**src/rtl/ctrl_seq.sv**
```systemverilog
// ============================================================================
// ctrl_seq : 5-phase T-state microcode sequencer for the 8-bit CPU.
// Rev 1.0  : initial release.
// ============================================================================
`default_nettype none

module ctrl_seq #(
  parameter int NUM_T = 5
) (
  input  logic       clk,
  input  logic       rst_n,
  input  logic [3:0] ir_opcode,
  input  logic       flag_c,
  input  logic       flag_z,
  output logic       pc_out,
  output logic       pc_en,
  output logic       pc_jmp,
  output logic       mar_in,
  output logic       ram_out,
  output logic       ram_in,
  output logic       ir_in,
  output logic       ir_out,
  output logic       a_in,
  output logic       a_out,
  output logic       b_in,
  output logic       alu_out,
  output logic       alu_sub,
  output logic       out_in,
  output logic       halt,
  output logic [2:0] t_state
);

  typedef enum logic [2:0] {
    T0 = 3'd0,
    T1 = 3'd1,
    T2 = 3'd2,
    T3 = 3'd3,
    T4 = 3'd4
  } t_state_e;

  localparam logic [2:0] T_LAST = 3'(NUM_T - 1);

  localparam logic [3:0] OP_NOP = 4'h0;
  localparam logic [3:0] OP_LDA = 4'h1;
  localparam logic [3:0] OP_ADD = 4'h2;
  localparam logic [3:0] OP_SUB = 4'h3;
  localparam logic [3:0] OP_STA = 4'h4;
  localparam logic [3:0] OP_LDI = 4'h5;
  localparam logic [3:0] OP_JMP = 4'h6;
  localparam logic [3:0] OP_JC  = 4'h7;
  localparam logic [3:0] OP_JZ  = 4'h8;
  localparam logic [3:0] OP_OUT = 4'hE;
  localparam logic [3:0] OP_HLT = 4'hF;

  t_state_e t_q, t_d;
  logic     halt_q, halt_d;

  always_ff @(posedge clk) begin
    if (!rst_n) begin
      t_q    <= T0;
      halt_q <= 1'b0;
    end else begin
      t_q    <= t_d;
      halt_q <= halt_d;
    end
  end

  // The HLT edge freezes the counter in T2 rather than advancing it.
  always_comb begin
    t_d    = t_q;
    halt_d = halt_q;
    if (!halt_q) begin
      if (t_q == T2 && ir_opcode == OP_HLT) begin
        halt_d = 1'b1;
      end else if (t_q == T_LAST) begin
        t_d = T0;
      end else begin
        t_d = t_state_e'(t_q + 3'd1);
      end
    end
  end

  always_comb begin
    pc_out  = 1'b0;
    pc_en   = 1'b0;
    pc_jmp  = 1'b0;
    mar_in  = 1'b0;
    ram_out = 1'b0;
    ram_in  = 1'b0;
    ir_in   = 1'b0;
    ir_out  = 1'b0;
    a_in    = 1'b0;
    a_out   = 1'b0;
    b_in    = 1'b0;
    alu_out = 1'b0;
    alu_sub = 1'b0;
    out_in  = 1'b0;
    if (rst_n && !halt_q) begin
      case (t_q)
        T0: begin
          pc_out = 1'b1;
          mar_in = 1'b1;
        end
        T1: begin
          ram_out = 1'b1;
          ir_in   = 1'b1;
          pc_en   = 1'b1;
        end
        default: begin
          case (ir_opcode)
            OP_LDA: begin
              if (t_q == T2) begin
                ir_out = 1'b1;
                mar_in = 1'b1;
              end else if (t_q == T3) begin
                ram_out = 1'b1;
                a_in    = 1'b1;
              end
            end
            OP_ADD, OP_SUB: begin
              if (t_q == T2) begin
                ir_out = 1'b1;
                mar_in = 1'b1;
              end else if (t_q == T3) begin
                ram_out = 1'b1;
                b_in    = 1'b1;
              end else if (t_q == T4) begin
                alu_out = 1'b1;
                a_in    = 1'b1;
                alu_sub = (ir_opcode == OP_SUB);
              end
            end
            OP_STA: begin
              if (t_q == T2) begin
                ir_out = 1'b1;
                mar_in = 1'b1;
              end else if (t_q == T3) begin
                a_out  = 1'b1;
                ram_in = 1'b1;
              end
            end
            OP_LDI: begin
              if (t_q == T2) begin
                ir_out = 1'b1;
                a_in   = 1'b1;
              end
            end
            // Conditional jumps look at the flags only while in T2.
            OP_JMP, OP_JC, OP_JZ: begin
              if (t_q == T2 &&
                  (ir_opcode == OP_JMP ||
                   (ir_opcode == OP_JC && flag_c) ||
                   (ir_opcode == OP_JZ && flag_z))) begin
                ir_out = 1'b1;
                pc_jmp = 1'b1;
              end
            end
            OP_OUT: begin
              if (t_q == T2) begin
                a_out  = 1'b1;
                out_in = 1'b1;
              end
            end
            OP_NOP, OP_HLT: begin
            end
            default: begin
            end
          endcase
        end
      endcase
    end
  end

  assign halt    = halt_q;
  assign t_state = t_q;

endmodule

`default_nettype wire

```
**config.mk**
```make
export PLATFORM = sky130hd
export DESIGN_NAME = ctrl_seq
export DESIGN_NICKNAME = d
export VERILOG_FILES = /design/src/rtl/ctrl_seq.sv
export SDC_FILE = /design/constraint.sdc
export NUM_CORES = 1
export LEC_CHECK = 0
export ABC_AREA = 0
export BUFFER_PORTS_ARGS = -buffer_cell sky130_fd_sc_hd__buf_2
export CAP_MARGIN = 15
export CORE_AREA = 2 2 39 41
export DETAILED_ROUTE_END_ITERATION = 10
export DIE_AREA = 0 0 41 43
export PLACE_DENSITY = 0.66
export SYNTH_ARGS = -nofsm -noshare
export SYNTH_HDL_FRONTEND = slang
export SYNTH_SLANG_ARGS = --single-unit
```
**constraint.sdc**
```tcl
create_clock -name clk -period 1.98 [get_ports clk]
set_input_delay 0.099 -clock clk [delete_from_list [all_inputs] [get_ports clk]]
set_output_delay 0.099 -clock clk [all_outputs]
set_load 0.02 [all_outputs]
```
==> impl_metrics.yaml, run 1 <==
status:
  run_status: "finished, final reports clean"
power_and_ir_drop:
  p_comb_frac: 0.577
  p_sw_frac: 0.3929
  p_switching_mw: 0.1905
  p_seq_frac: 0.218
  clockPowerShare: 0.205
  power_density_mw_per_mm2: 586.4
  ir_worst_vdd_uv: 395.8
  leakage_nw: 0.3885
  internal-power_mw: 0.2944
sta:
  rsz0062_at_grt: "yes"
  setup_viol: 0
  finClkSkew_ps: 0.7491
  fmaxAchievable_mhz: 520.9
  slew_headroom: 0.6789
  finalCritPeriodShare: 0.9695
  worstMarginPinSlew_ps: 475.4
  hold_viol: 0
  slew_violations: 0
  finalCriticalPeriod_ps: 1920
  holdWs_ps: 176.9
  timing.final.ws_setup_ps: 60.38
synthesis:
  ys_seq_area_frac: 0.1675
  synth.distinct_cells: 28
  synth_area_leaders: "dfxtp_1, ha_1, nor2_1"
  synth_fp_nets: 78
  yosys.area.top_type: "dfxtp_1"
  synth_area_um2: 478.0
  synth_edf_count: 0
  yosys_register_bits: 4
  async_flop_share: 0
  avgSynthCellArea_um2: 7.353
  synthCells: 65
  synth-warning-count: 0
  synth_top_area_share: 0.1675
  synth_flop_cell: "dfxtp_1"
grt:
  grt.total_usage: 0.1827
  antenna_found_initial: 0
  grt_pass1_wl_mm: 2.194
  grt-ovfl-total: 0
  grt_max_degree: 11
  first_global_vias: 508
cells_and_area:
  final_util: 0.5976
  layout.cells.non_filler: 117
  drive_above_1_share: 0.5545
  num_antenna_cells: 0
  layout.cells.most_common: "buf_2"
  final_area_um2: 827.0
  final_cell_mix: "buf_2, buf_4, nand2_1, nor2_1, inv_1"
  fill_cells: 135
  area_delta_synth_final_pct: 73.04
  nNetsFinal: 116
cts:
  cts_max_path_buffers: 2
  cts_tree: "yes"
  clkTransAtPathRegs_ps: 40
  cts_buffers: 3
  clock-sinks: 4
  clkLatencyLatePin_ps: 230
  cts_root_buf: "clkbuf_4"
  htreeDepth: 1
min_path:
  min_from: "rst_n"
  hold_class: "in -> reg"
  hold_depth: 3
  min_to: "t_state[0]"
floorplan:
  start_util: 0.3454
  die_h_um: 43
  dieArea_mm2: 0.001763
  num_rows: 14
  core_area_mm2: 0.001384
  ios: 26
  die_x_um: 41
worst_setup_path:
  crit_cells: 7
  crit_type: "reg -> out"
  critPathArrivalTime_ps: 1820
  start_kind: "register"
  cp_max_fo: 5
  r2r_setup_slack_ps: 420
  slowest_delay_ps: 420
  crit_path_cell_trace: "buf_4 > ha_2 > nor2b_4 > or3b_4 > buf_4 > nor2_2 > buf_4"
  cpMostUsedCell: "buf_4"
  critPathCaptureType: "primary output"
  critPathSlowestCell: "or3b_4"
  reg2reg_to: "t_state[0]"
  reg2reg_depth: 6
  r2r-start: "t_state[1]"
  crit_required_ps: 1880
  cp_top_family: "simple AND/OR/NAND/NOR gates"
  path_buf_inv: 3
run:
  maxCapViolations: 0
drt:
  drt-total-wl_mm: 1.464
  post_drt_wl_per_cell_um: 12.51
  ant_nets: 0
  vias_per_cell: 5.077
  drt_iter0_drc: 4
  drc_errors: 0
  vias: 594
  drt_first_pass_iters: 3
placement:
  port_buffers: 25
  pre_cts_ws_ps: 49.51
  hpwl_um: 937.9
  place.gp.congestion: 0.7571
  dp_cells: 104
  place_area_um2: 623.1
synthesized netlist by cell type (2+ instances only):
library cell	count
or3b_1	2
nor3_1	2
nand4b_1	2
and2_1	3
a31oi_1	2
ha_1	5
nand2_1	6
nor2_1	7
nand4_1	3
nor2b_1	4
inv_1	6
dfxtp_1	4
o21ai_1	3
nand3_1	2
worst reg2reg max path: stages, from the launching register on:
cell and delay, ps:
dfxtp_2 310, buf_4 130, ha_2 190, nor2b_4 150
a41oi_1 450, nand4_1 140, o21ai_1 100
worst max path at each step:
stage,startpoint,to,slack [ps]
floorplan,t_state[1],ram_out,40
global placement,t_state[1],ram_out,80
detailed placement,t_state[1],ram_out,50
finish,t_state[1],ram_in,60
global route,t_state[0],ram_out,-3
CTS,t_state[1],a_in,30
kinds of logic (layout without fill, tap and decap cells):
| kind of cell | Yosys count | count (layout) | synth area share |
|---|---|---|---|
| DFF | 4 | 4 | 0.1675 |
| muxes | 1 | 1 | 0.02356 |
| adders and majority gates | 5 | 5 | 0.1309 |
| buffers and inverters | 8 | 44 | 0.07329 |
| and+or+nand+nor | 35 | 35 | 0.4163 |
| AOI/OAI and AO/OA | 11 | 11 | 0.1702 |
| xor gates and xnor gates | 1 | 1 | 0.01833 |
area by class of cell:
type | instances | area (µm²) | area share
Timing Repair Buffer | 35 | 214.0 | 0.2587
Multi-Input combinational cell | 53 | 459.2 | 0.5552
Tap cell | 16 | 20.02 | 0.02421
Sequential cell | 4 | 86.33 | 0.1044
Clock buffer | 3 | 22.52 | 0.02723
Inverter | 6 | 25.02 | 0.03026
per-stage QoR:
step,setup TNS (ps),total power [mW]
2_1_floorplan,0,0.2170
3_3_place_gp,0,0.2626
3_5_place_dp,0,0.2636
4_1_cts,0,0.4580
5_1_grt,-2.775,0.5155
6_report,0,0.4850
power by group through the flow:
stage | Clock, mW | Sequential (mW) | Combinational (mW)
final | 0.0993 | 0.106 | 0.280
after global routing | 0.104 | 0.108 | 0.303
after CTS | 0.103 | 0.105 | 0.250
after detailed placement | 0 | 0.104 | 0.160
after global placement | 0 | 0.104 | 0.159
after floorplan | 0 | 0.113 | 0.104
registers in the layout, indices dropped and copies added (netlist names):
name and count:
halt 1, t_state 3
repair_timing:
| item | 4_1_cts | 5_1_grt |
|---|---|---|
| hold buffers | 0 | 0 |
| setup buffers | 10 | 1 |
| setup endpoints to repair | 3 | 8 |
| resized for setup | 16 | 12 |
| cloned | 0 | 0 |
| pin swaps | 6 | 5 |
metal layers:
layer	global-route usage	share of wire	vias to the layer above
met5	0	0	-
met4	0.08000	0.044	0
met3	0	0.055	6
met2	0.3281	0.52	24
met1	0.2090	0.38	263
li1	-	-	301
Power figures use the tool's default switching activity.
==> inputs of run 2 (changes only) <==
--- a/config.mk
+++ b/config.mk
@@ -12,6 +12,7 @@
 export DETAILED_ROUTE_END_ITERATION = 10
 export DIE_AREA = 0 0 41 43
 export PLACE_DENSITY = 0.66
+export SKIP_LAST_GASP = 1
 export SYNTH_ARGS = -nofsm -noshare
 export SYNTH_HDL_FRONTEND = slang
 export SYNTH_SLANG_ARGS = --single-unit
==> constraint.sdc (replaced) <==
create_clock -name clk -period 1.98 [get_ports clk]
set_input_delay 0.396 -clock clk [delete_from_list [all_inputs] [get_ports clk]]
set_output_delay 0.396 -clock clk [all_outputs]
set_load 0.02 [all_outputs]
==> impl_metrics.yaml, run 2 (same netlist as run 1, synthesis figures left out) <==
status:
  run_status: "finished, violations left"
  violations: "setup timing"
sta:
  hold_viol: 0
  slew_violations: 0
  fmaxAchievable_mhz: 455.0
  worstMarginPinSlew_ps: 216.6
  finalCritPeriodShare: 1.110
  setup_viol: 7
  finalCriticalPeriod_ps: 2198
  timing.final.ws_setup_ps: -217.6
  setup_tns_ps: -1028
  finClkSkew_ps: 2.839
  slew_headroom: 0.8551
  rsz0062_at_grt: "yes"
run:
  maxCapViolations: 0
cts:
  clock-sinks: 4
  clkTransAtPathRegs_ps: 40
  cts_root_buf: "clkbuf_4"
  cts_max_path_buffers: 2
  htreeDepth: 1
  cts_tree: "yes"
  cts_buffers: 3
  clkLatencyLatePin_ps: 230
  cts-hold-fix-buffers: 0
grt:
  grt.total_usage: 0.2048
  grt-ovfl-total: 0
  grt_pass1_wl_mm: 2.497
  first_global_vias: 630
  grt_max_degree: 10
  antenna_found_initial: 0
cells_and_area:
  layout.cells.non_filler: 126
  final_cell_mix: "buf_4, buf_2, nand2_1, buf_6"
  nNetsFinal: 125
  largest_reg_flops: 3
  final_util: 0.6863
  area_delta_synth_final_pct: 98.69
  drive_above_1_share: 0.6273
  layout.cells.most_common: "buf_4"
  fill_cells: 125
  final_area_um2: 949.7
  num_antenna_cells: 0
floorplan:
  start_util: 0.3454
  num_rows: 14
  ios: 26
  dieArea_mm2: 0.001763
  die_h_um: 43
  core_area_mm2: 0.001384
  die_x_um: 41
worst_setup_path:
  critPathArrivalTime_ps: 1800
  critPathCaptureType: "primary output"
  cp_max_fo: 4
  crit_required_ps: 1580
  start_kind: "register"
  crit_type: "reg -> out"
drt:
  drt-total-wl_mm: 1.580
  drc_errors: 0
  post_drt_wl_per_cell_um: 12.54
  drt_iter0_drc: 5
  vias_per_cell: 4.968
  drt_first_pass_iters: 3
  vias: 626
  ant_nets: 0
placement:
  port_buffers: 25
  hpwl_mm: 1.193
  dp_cells: 119
  place_area_um2: 777.0
  place.gp.congestion: 0.7270
power_and_ir_drop:
  ir_worst_vdd_uv: 408.3
  power_density_mw_per_mm2: 528.2
  leakage_nw: 0.4419
min_path:
  hold_class: "reg -> reg"
[run 2: worst max-delay path: stages, from the launching register on]
cell	delay [ps]
dfxtp_4	350
buf_4	140
ha_4	160
nor2b_4	130
or3b_4	410
o41ai_4	200
buf_4	180
[run 2: routing by layer]
layer,wire length [µm],share of wire,vias up,track usage
met5,0,0,-,0
met2,955,0.60,17,0.3656
met3,64,0.041,0,0.05759
met1,560,0.35,289,0.1897
met4,0,0,0,0.1133
li1,-,-,320,-
[run 2: worst paths after layout]
check,from,to,slack [ps],depth (start not counted)
max,t_state[1],ram_out,-220,6
min,t_state[2],t_state[2],480,2
max reg2reg,t_state[1],t_state[1],350,9
min reg2reg,t_state[2],t_state[2],480,2
[run 2: timing repair]
action / in CTS / in global routing
endpoints found under the setup margin: 7 / 11
gates resized for setup: 19 / 12
pin swaps: 9 / 4
setup buffers: 2 / 2
[run 2: final cells by class]
type	count	area, µm²	share of cell area
Timing Repair Buffer	44	306.5	0.3228
Multi-Input combinational cell	53	485.5	0.5112
Clock buffer	3	22.52	0.02372
Inverter	6	27.53	0.02899
Sequential cell	4	87.58	0.09223
Tap cell	16	20.02	0.02108
[run 2: metrics by stage]
step	setup WS (ps)	total power, mW	hold slack, ps
detailed placement	-137.5	0.3357	482.2
global route	-287.6	0.5450	513.6
finish	-217.6	0.5016	481.8
global placement	-107.4	0.3300	477.8
CTS	-221.5	0.4750	486.0
floorplan	-142.0	0.2460	503.3
[run 2: power breakdown]
| part | total [mW] | leakage [nW] | switching [mW] | internal [mW] |
|---|---|---|---|---|
| clock network | 0.101 | 0.0138 | 0.0328 | 0.0678 |
| registers | 0.106 | 0.0340 | 0.0135 | 0.0926 |
| logic | 0.295 | 0.394 | 0.149 | 0.146 |
| total | 0.502 | 0.442 | 0.195 | 0.307 |
